<file path="src/rtl/product_accumulator.sv">
// ---------------------------------------------------------------------------
// product_accumulator
//
// Purpose:
//   Multiply-accumulate back end for the 16x16 signed multiplier. Signed
//   PROD_W-bit products arrive over a valid/ready stream and are summed in
//   an ACC_W-bit accumulator. A sum closes on a beat with in_last set, or
//   when it reaches 2^CNT_W-1 beats (forced flush). The closed sum is
//   presented once as a saturated OUT_W-bit result, together with the beat
//   count and an overflow flag, and is held until downstream takes it.
//
// Optional feature (macro MACC_ROUND_EN):
//   When defined, the result is (acc + 2^(SHIFT-1)) >>> SHIFT (round half
//   up) before saturation. When undefined, the result is the saturated
//   accumulator and SHIFT has no effect.
//
// Ports:
//   clk        in   clock, rising edge
//   rst_n      in   asynchronous active-low reset
//   clear      in   synchronous abort back to IDLE (highest priority)
//   in_valid   in   product beat valid
//   in_ready   out  block can accept a beat (low only in HOLD)
//   in_prod    in   signed product [PROD_W-1:0]
//   in_last    in   beat closes the current sum
//   out_valid  out  result valid
//   out_ready  in   downstream accepts the result
//   out_sum    out  saturated signed result [OUT_W-1:0]
//   out_count  out  number of beats in the result [CNT_W-1:0]
//   out_ovf    out  out_sum was saturated
//
// Handshake rule (both ports): a transfer happens on a rising edge where
// valid and ready are both high; valid, once raised, holds its payload
// stable until that transfer (or until clear/reset).
//
// FSM state is held in the enum register `state` (S_IDLE / S_ACC / S_HOLD)
// so checkers can bind to it by name.
// ---------------------------------------------------------------------------
module product_accumulator #(
    parameter int PROD_W = 32,
    parameter int ACC_W  = 40,
    parameter int OUT_W  = 32,
    parameter int CNT_W  = 8,
    parameter int SHIFT  = 8
) (
    input  logic              clk,
    input  logic              rst_n,
    input  logic              clear,
    input  logic              in_valid,
    output logic              in_ready,
    input  logic [PROD_W-1:0] in_prod,
    input  logic              in_last,
    output logic              out_valid,
    input  logic              out_ready,
    output logic [OUT_W-1:0]  out_sum,
    output logic [CNT_W-1:0]  out_count,
    output logic              out_ovf
);

    // Elaboration-time configuration check.
    if (ACC_W < PROD_W + CNT_W || ACC_W < OUT_W || SHIFT < 1 || SHIFT >= ACC_W) begin : g_cfg_error
        $error("product_accumulator: invalid parameter combination");
    end

    typedef enum logic [1:0] {
        S_IDLE = 2'd0,
        S_ACC  = 2'd1,
        S_HOLD = 2'd2
    } state_t;

    localparam logic [CNT_W-1:0] CNT_MAX = '1;

    // Saturation bounds expressed at ACC_W+1 bits, built by concatenation
    // so no 32-bit integer arithmetic can overflow for OUT_W = 32.
    localparam logic signed [ACC_W:0] SAT_MAX =
        {{(ACC_W-OUT_W+2){1'b0}}, {(OUT_W-1){1'b1}}};
    localparam logic signed [ACC_W:0] SAT_MIN =
        {{(ACC_W-OUT_W+2){1'b1}}, {(OUT_W-1){1'b0}}};

    localparam logic [OUT_W-1:0] OUT_POS_SAT = {1'b0, {(OUT_W-1){1'b1}}};
    localparam logic [OUT_W-1:0] OUT_NEG_SAT = {1'b1, {(OUT_W-1){1'b0}}};

    state_t                   state;
    state_t                   state_nxt;
    logic signed [ACC_W-1:0]  acc;
    logic signed [ACC_W-1:0]  acc_nxt;
    logic signed [ACC_W-1:0]  prod_ext;
    logic [CNT_W-1:0]         count;
    logic [CNT_W-1:0]         count_nxt;
    logic                     beat;
    logic                     res_xfer;
    logic                     close_sum;
    logic signed [ACC_W:0]    acc_wide;
    logic signed [ACC_W:0]    res_wide;
    logic [OUT_W-1:0]         sum_sat;
    logic                     ovf_sat;

    assign beat     = in_valid & in_ready;
    assign res_xfer = out_valid & out_ready;

    // ------------------------------------------------------------------
    // Accumulator arithmetic for the beat being offered this cycle.
    // ------------------------------------------------------------------
    always_comb begin
        prod_ext  = {{(ACC_W-PROD_W){in_prod[PROD_W-1]}}, in_prod};
        acc_nxt   = prod_ext;
        count_nxt = CNT_W'(1);
        if (state == S_ACC) begin
            acc_nxt   = acc + prod_ext;
            count_nxt = count + CNT_W'(1);
        end
    end

    // A sum closes on in_last, or when the ACC beat fills the counter.
    assign close_sum = beat & (in_last | ((state == S_ACC) & (count_nxt == CNT_MAX)));

    // ------------------------------------------------------------------
    // Result shaping: optional rounding shift, then saturation.
    // ------------------------------------------------------------------
    always_comb begin
        acc_wide = {acc_nxt[ACC_W-1], acc_nxt};
`ifdef MACC_ROUND_EN
        // One extra bit of headroom keeps the rounding add from wrapping.
        res_wide = (acc_wide + ({{ACC_W{1'b0}}, 1'b1} << (SHIFT-1))) >>> SHIFT;
`else
        res_wide = acc_wide;
`endif
        sum_sat = res_wide[OUT_W-1:0];
        ovf_sat = 1'b0;
        if (res_wide > SAT_MAX) begin
            sum_sat = OUT_POS_SAT;
            ovf_sat = 1'b1;
        end else if (res_wide < SAT_MIN) begin
            sum_sat = OUT_NEG_SAT;
            ovf_sat = 1'b1;
        end
    end

    // ------------------------------------------------------------------
    // FSM: state register
    // ------------------------------------------------------------------
    always_ff @(posedge clk or negedge rst_n) begin
        if (!rst_n) begin
            state <= S_IDLE;
        end else begin
            state <= state_nxt;
        end
    end

    // ------------------------------------------------------------------
    // FSM: next-state logic
    // ------------------------------------------------------------------
    always_comb begin
        state_nxt = state;
        case (state)
            S_IDLE, S_ACC: begin
                if (beat) begin
                    state_nxt = close_sum ? S_HOLD : S_ACC;
                end
            end
            S_HOLD: begin
                if (res_xfer) begin
                    state_nxt = S_IDLE;
                end
            end
            default: state_nxt = S_IDLE;
        endcase
        if (clear) begin
            state_nxt = S_IDLE;
        end
    end

    // ------------------------------------------------------------------
    // FSM: outputs decoded from state
    // ------------------------------------------------------------------
    always_comb begin
        in_ready = (state != S_HOLD);
    end

    // ------------------------------------------------------------------
    // Datapath registers
    // ------------------------------------------------------------------
    always_ff @(posedge clk or negedge rst_n) begin
        if (!rst_n) begin
            acc       <= '0;
            count     <= '0;
            out_valid <= 1'b0;
            out_sum   <= '0;
            out_count <= '0;
            out_ovf   <= 1'b0;
        end else if (clear) begin
            // Result fields keep their last values; only the live sum and
            // the pending-result flag are dropped.
            acc       <= '0;
            count     <= '0;
            out_valid <= 1'b0;
        end else begin
            if (beat) begin
                acc   <= acc_nxt;
                count <= count_nxt;
            end
            if (close_sum) begin
                out_sum   <= sum_sat;
                out_count <= count_nxt;
                out_ovf   <= ovf_sat;
                out_valid <= 1'b1;
            end else if (res_xfer) begin
                out_valid <= 1'b0;
            end
        end
    end

endmodule
</file>
<file path="config.mk">
export PLATFORM = sky130hd
export DESIGN_NAME = product_accumulator
export DESIGN_NICKNAME = d
export VERILOG_FILES = /design/src/rtl/product_accumulator.sv
export SDC_FILE = /design/constraint.sdc
export NUM_CORES = 1
export LEC_CHECK = 0
export BUFFER_PORTS_ARGS = -buffer_cell sky130_fd_sc_hd__buf_2
export CAP_MARGIN = 10
export CORE_AREA = 4 4 128 93
export DETAILED_ROUTE_END_ITERATION = 16
export DIE_AREA = 0 0 132 97
export PLACE_DENSITY = 0.95
export SYNTH_ARGS = -nofsm -noshare
export SYNTH_HDL_FRONTEND = slang
export SYNTH_SLANG_ARGS = --single-unit
</file>
<file path="constraint.sdc">
create_clock -name clk -period 6.4 [get_ports clk]
set_input_delay 0.96 -clock clk [delete_from_list [all_inputs] [get_ports clk]]
set_output_delay 0.96 -clock clk [all_outputs]
set_load 0.02 [all_outputs]
</file>
==> metrics.md, run 1 <==
| Metric | Value |
|---|---|
| Result of the run | completed |
| Overall Global Routing Usage | 30.6% |
| Period Utilization, post-route | 81.6% |
| Synthesized instance count | 836 |
| Clock root cell | clkbuf_16 |
| Critical Setup Path Class | input port to flip-flop |
| # hold bufs at CTS | 0 |
| Vias per cell | 6.57 |
| Critical Path RT | 6.62 ns |
| ANT cells | 0 |
| Initial detailed-routing violation count | 759 |
| Nets in the synthesized netlist | 915 |
| Footprint of the multi-input gates | 0.00418 mm2 |
| Summed negative setup slack over all endpoints | 0 ns |
| IR drop worst, VDD | 172 uV |
| Signed area change from the synthesized netlist to the final layout | 11.2% |
| Num Clock Sinks | 92 |
| Cell area after placement | 0.00714 mm2 |
| Number of primary I/O pins | 81 |
| Routed Wire Length | 19,900 um |
| First-pass DRT Iterations | 9 |
| Fraction of post-synthesis cell area in the top cell type by area | 34.4% |
| Post-Synthesis Cell Area | 0.00670 mm2 |
| Number of antenna violations at the first check in global routing | 0 |
| Slew @ Worst Pin | 1.09 ns |
| TritonCTS clock tree | built |
| Source-to-sink clock delay at the later pin of the worst-skew pair | 0.36 ns |
| Wire length of the first global-routing pass | 31,900 um |
| Clock-pin slew of the registers on the worst-case setup and hold paths | 0.07 ns |
| Antenna viol nets, final | 0 |
| Core Area | 0.0108 mm2 |
| Floorplan die area | 0.0128 mm2 |
| Nets@finish | 966 |
| Seq/Total Area, Yosys | 34.4% |
| Data arrival, critical path | 5.44 ns |
| Reported leakage power | 3.26 nW |
| Buffer count from post-CTS setup fixing | 0 |
| List of most frequent post-synthesis cells | nand2_1 (118), nor2_1 (105), a21oi_1 (96), dfrtp_1 (92), o21ai_0 (71) |
| Cell row count | 32 |
| Ordered cell list for the critical path | buf_2, ha_1, fa_1, a21o_1, a221o_1, a31oi_4, nor3b_1, or2_1, o311a_1, or4_1, or4b_4, o31ai_4, buf_4, o22ai_1 |
| Total number of vias | 6,756 |
| Maximum level of the CTS H-tree | 3 |
| Fin. max-slew vios | 0 |
| Fraction of final layout cells sized beyond drive strength 1 | 14.0% |
| Maximum buffer depth of the clock tree | 2 |
| Slowest cell on the critical path | o31ai_4 |
| Filler cells | 868 |
| Max-slew headroom at the worst pin | 27.3% |
| Post-layout min period | 5.22 ns |
| Most frequently used cell type in the post-synthesis netlist | nand2_1 |
| Power Dens Cells | 247 mW/mm2 |
| Yosys Warn Count | 0 |
| Fmax | 192 MHz |
| Starting utilization of the core area | 62.2% |
| Primary FF master, synth | dfrtp_1 |
| GPL Wtd Cong | 0.999 |
| Distinct cell type count after synthesis | 61 |
| Per-cell routed wire length | 19.3 um |
| Type of element capturing the critical path | flip-flop |
| Final cell area excluding filler cells | 0.00744 mm2 |
| Die Width | 132 um |
| Number of synthesized flops with an enable pin | 0 |
| Count of state elements after synthesis | 92 |
| Placed wire-length estimate | 14,500 um |
| Footprint of the flip-flops and latches | 0.00230 mm2 |
| Clock skew after layout | 0.00869 ns |
| Share of synthesized flip-flops with an asynchronous set or reset | 100% |
| Average cell area after synthesis | 8.01 um2 |
| Endpoints failing hold | 0 |
| Hold crit path type | input port to async pin |
| DRC | 0 |
| Type of element launching the critical path | input port |
| Global route overflow | 0 |
| Maximum number of pins on one net before global-route repair | 67 |
| CTS Buf Count | 9 |
| Finish-stage setup viols | 0 |
| Setup repair after global routing missed its margin | false |
| # Max-Cap Violations | 0 |
| Reg-to-reg setup timing slack | 1.49 ns |
| Floorplan die height | 97 um |
| Number of global-route vias before repair | 6,173 |
| Most area-consuming cells after synthesis | dfrtp_1 (34%), ha_1 (7.5%), a21oi_1 (7.2%) |
| Worst-path fanout max | 20 |
| Number of buffer cells added on primary ports | 80 |
| Resized Gates After CTS | 0 |
| Biggest area consumer among synthesized cells | dfrtp_1 |
| CP max stage delay | 0.59 ns |
==> layout by cell type, fill, tap and decap left out, drive strengths merged, types with 5 or more instances in the layout <==
cell type	count
nor2	105
o22ai	21
inv	7
o21a	6
mux2	7
buf	90
o211ai	7
nand2b	10
o21bai	5
and2	7
a21oi	96
nand4	19
ha	40
o31ai	6
mux2i	7
a21o	11
o2bb2ai	11
nor3	12
dfrtp	92
a31oi	8
clkbuf	9
o21ai	71
xor2	17
nand3	14
nand2	118
a211oi	12
xnor2	21
==> flip-flops by register name (all words and copies together) (netlist names) <==
| register | count |
|---|---|
| out_count | 8 |
| out_ovf | 1 |
| acc | 40 |
| out_valid | 1 |
| state | 2 |
| count | 8 |
| out_sum | 32 |
==> critical path: cells and delay by family <==
family / cells / cell delay [ns]
AOI/OAI and AO/OA: 6 / 1.90
and+or+nand+nor: 4 / 1.42
adders and majority gates: 2 / 0.66
buffers and inverters: 2 / 0.49
==> stage by stage <==
stage,setup WS [ns],utilization [%],instances,power (mW),hold slack (ns)
global route,1.08,69.1,1028,1.93,0.522
floorplan,1.76,-,836,1.11,0.487
CTS,1.21,69.1,1028,1.83,0.508
finish,1.18,69.1,1028,1.84,0.508
detailed placement,0.879,66.3,1012,1.28,0.491
global placement,1.01,66.3,1012,1.26,0.485
==> final cells by class <==
| cell class | instances | share of cell area [%] |
|---|---|---|
| Clock inverter | 7 | 1.03 |
| Tap cell | 136 | 2.29 |
| Multi-Input combinational cell | 691 | 56.2 |
| Sequential cell | 92 | 30.9 |
| Timing Repair Buffer | 90 | 6.42 |
| Clock buffer | 9 | 3.03 |
| Inverter | 3 | 0.151 |
==> worst paths after layout <==
check,to,startpoint,cells after the start
min,acc[39],rst_n,1
min reg2reg,out_count[3],out_count[3],1
min in group clk,out_count[3],out_count[3],1
max reg2reg,out_sum[11],acc[0],13
max in group asynchronous,acc[9],rst_n,2
max,out_sum[11],in_prod[0],14
==> cells by family after synthesis <==
logic type | synth area share (%)
and+or+nand+nor | 21.0
AOI/OAI and AO/OA | 26.4
DFF | 34.4
buffers and inverters | 3.29
adders and majority gates | 7.77
xor gates and xnor gates | 4.97
muxes | 2.22
==> power breakdown <==
part	internal (mW)	total (mW)	switching [mW]
sequential	0.635	0.674	0.0389
combinational	0.216	0.615	0.399
clock	0.279	0.549	0.270
==> metal layers <==
metal | vias to the layer above | track usage, % | wire [um]
met3 | 37 | 5.87 | 2160
met1 | 3161 | 46.9 | 8910
li1 | 3145 | - | -
met5 | - | 0 | 0
met2 | 413 | 44.2 | 8440
met4 | 0 | 7.67 | 355
Note: power is estimated with default switching activity, not from simulation.
==> run 2, diff against run 1 <==
--- a/config.mk
+++ b/config.mk
@@ -7,10 +7,10 @@
 export LEC_CHECK = 0
 export BUFFER_PORTS_ARGS = -buffer_cell sky130_fd_sc_hd__buf_2
 export CAP_MARGIN = 10
-export CORE_AREA = 4 4 128 93
+export CORE_AREA = 4 4 139 101
 export DETAILED_ROUTE_END_ITERATION = 16
-export DIE_AREA = 0 0 132 97
-export PLACE_DENSITY = 0.95
+export DIE_AREA = 0 0 143 105
+export PLACE_DENSITY = 0.86
 export SYNTH_ARGS = -nofsm -noshare
 export SYNTH_HDL_FRONTEND = slang
 export SYNTH_SLANG_ARGS = --single-unit
==> constraint.sdc (replaced) <==
create_clock -name clk -period 4.3 [get_ports clk]
set_input_delay 0.645 -clock clk [delete_from_list [all_inputs] [get_ports clk]]
set_output_delay 0.645 -clock clk [all_outputs]
set_load 0.02 [all_outputs]
==> metrics.md, run 2 (synthesized netlist as in run 1, its figures left out) <==
| Metric | Value |
|---|---|
| Result of the run | completed |
| Post-layout min period | 4.15 ns |
| First-pass DRT Iterations | 5 (-4) |
| Floorplan die area | 0.0150 mm2 (+17%) |
| Placed wire-length estimate | 15,500 um (+7.3%) |
| Total buffers and inverters traversed by the critical path | 2 (unchanged) |
| Maximum buffer depth of the clock tree | 2 (unchanged) |
| Number of primary I/O pins | 81 (unchanged) |
| Num Clock Sinks | 92 (unchanged) |
| Routed Wire Length | 20,900 um (+5.4%) |
| Period Utilization, post-route | 96.5% |
| Clock skew after layout | 0.00949 ns (+0.000793 ns) |
| Slew @ Worst Pin | 0.898 ns (-0.190 ns) |
| Resized Gates After CTS | 0 (unchanged) |
| Starting utilization of the core area | 52.2% (-10 points) |
| CTS Buf Count | 9 (unchanged) |
| Finish-stage setup viols | 0 (unchanged) |
| Critical path origin | in_prod[0] |
| Largest registers | acc x40, out_sum x32 |
| Maximum level of the CTS H-tree | 3 (unchanged) |
| Reg-to-reg setup timing slack | 0.15 ns (-1.34 ns) |
| Global route overflow | 0 (unchanged) |
| Highest-count cells in the layout ignoring fill and taps | nand2_1 (118), nor2_1 (105), a21oi_1 (96), dfrtp_1 (92), buf_2 (79) |
| Kind of cell adding the most delay to the critical path | compound AO/OA/AOI/OAI gates |
| Reported leakage power | 3.45 nW (+5.8%) |
| Total number of vias | 6,871 (+1.7%) |
| Overall Global Routing Usage | 27.7% (-2.9 points) |
| CP max stage delay | 0.54 ns (-0.05 ns) |
| ANT cells | 0 (unchanged) |
| GPL Wtd Cong | 0.979 (-2.0%) |
| Slowest cell on the critical path | or4_1 |
| Hold slack final | 0.422 ns (-0.0854 ns) |
| Per-cell routed wire length | 19.1 um (-1.1%) |
| Source-to-sink clock delay at the later pin of the worst-skew pair | 0.35 ns (about the same) |
| Reg with most FFs | acc |
| Die Width | 143 um (+8.3%) |
| Type of element launching the critical path | input port |
| Endpoints failing hold | 0 (unchanged) |
| Data arrival, critical path | 4.38 ns (-1.06 ns) |
| Clock root cell | clkbuf_16 |
| Worst-path fanout max | 32 (+60%) |
| IR drop worst, VDD | 211 uV (+23%) |
| Buffer count from post-CTS setup fixing | 0 (unchanged) |
| Maximum number of pins on one net before global-route repair | 70 (+4.5%) |
| Reg-to-Reg Start | acc[0] |
| Hold crit path type | input port to async pin |
| Most common cell after layout, fill and taps aside | nand2_1 |
| Core Area | 0.0128 mm2 (+19%) |
| Reg2reg path depth | 13 (unchanged) |
| Initial detailed-routing violation count | 697 (-8.2%) |
| Number of antenna violations at the first check in global routing | 0 (unchanged) |
| DRC | 0 (unchanged) |
| Ordered cell list for the critical path | buf_2, ha_2, fa_2, a21o_1, a221o_1, a31oi_4, nor3b_1, or2_1, o311a_1, or4_1, or4b_4, o31ai_4, buf_12, o22ai_1 |
| Nets@finish | 1,006 (+4.1%) |
| # Max-Cap Violations | 0 (unchanged) |
| Signed area change from the synthesized netlist to the final layout | 16.4% |
| Antenna viol nets, final | 0 (unchanged) |
| Cell row count | 35 (+9.4%) |
| TritonCTS clock tree | built |
| Max FFs per register | 40 (unchanged) |
| Count of cell instances traversed by the critical path | 14 (unchanged) |
| Max-slew headroom at the worst pin | 40.1% (+13 points) |
| Worst setup path end | out_sum[13] |
| Summed negative setup slack over all endpoints | 0 ns (unchanged) |
| Wire length of the first global-routing pass | 33,300 um (+4.3%) |
| Fin. max-slew vios | 0 (unchanged) |
| Critical Setup Path Class | input port to flip-flop |
| # hold bufs at CTS | 0 (unchanged) |
| Type of element capturing the critical path | flip-flop |
| Filler cells | 1,161 (+34%) |
| Critical Path RT | 4.53 ns (-2.09 ns) |
| Fraction of final layout cells sized beyond drive strength 1 | 17.7% (+3.7 points) |
| Power Dens Cells | 360 mW/mm2 (+46%) |
| Clock-pin slew of the registers on the worst-case setup and hold paths | 0.07 ns (about the same) |
| Fmax | 241 MHz |
| Floorplan die height | 105 um (+8.2%) |
| RR Endpoint | out_sum[13] |
| Number of buffer cells added on primary ports | 80 (unchanged) |
| Setup repair after global routing missed its margin | false |
| Vias per cell | 6.27 (-4.6%) |
| Number of global-route vias before repair | 6,368 (+3.2%) |
run 2: cell types whose count changed in the layout (fill, tap and decap cells not counted), sizes merged:
cell      before  now
inv            7    5
clkinvlp       0    1
buf           90  130
bufinv         0    1
clkinv         3    1
run 2: worst reg2reg max path, cell delays in order, from the launching register on:
cell     delay [ns]
dfrtp_1        0.40
ha_2           0.20
fa_2           0.35
a21o_1         0.19
a221o_1        0.37
a31oi_4        0.16
nor3b_1        0.10
or2_1          0.23
o311a_1        0.35
or4_1          0.54
or4b_4         0.54
o31ai_4        0.23
buf_12         0.22
o22ai_1        0.14
run 2: through the flow:
stage	utilization, %	total power, mW	instance area (um2)	worst slack, ns	cells
6_report	60.8	2.81	7800	0.149	1096
5_1_grt	60.8	2.94	7800	0.0316	1096
4_1_cts	60.8	2.80	7800	0.137	1096
3_5_place_dp	58.5	1.99	7510	-0.235	1082
3_3_place_gp	58.5	1.97	7510	-0.122	1082
2_1_floorplan	-	1.65	6700	0.00577	836
run 2: worst min-delay path by stage:
stage | slack, ns | end | cells after the start
global route | 0.50 | acc[29] | 1
floorplan | 0.35 | acc[0] | 0
CTS | 0.46 | acc[30] | 1
finish | 0.42 | acc[30] | 1
detailed placement | 0.49 | out_count[6] | 1
global placement | 0.49 | out_count[4] | 1
run 2: routing by layer:
metal,GRT usage [%],routed length [um],vias up
met5,0,0,-
met4,6.85,387,0
met3,5.17,2010,29
met2,41.5,9160,363
met1,41.2,9380,3262
li1,-,-,3217
run 2: where the power goes:
group | internal [mW] | leakage [nW] | switching, mW | total (mW)
Sequential | 0.946 | 1.10 | 0.0618 | 1.01
Clock | 0.450 | 0.140 | 0.362 | 0.812
Combinational | 0.376 | 2.21 | 0.614 | 0.990
run 2: area by class of cell:
cell class | instances | area (um2) | area share (%)
Multi-Input combinational cell | 691 | 4190 | 53.7
Sequential cell | 92 | 2300 | 29.5
Timing Repair Buffer | 130 | 803 | 10.3
Clock buffer | 9 | 225 | 2.89
Tap cell | 166 | 208 | 2.66
Clock inverter | 5 | 62.6 | 0.802
Inverter | 3 | 11.3 | 0.144
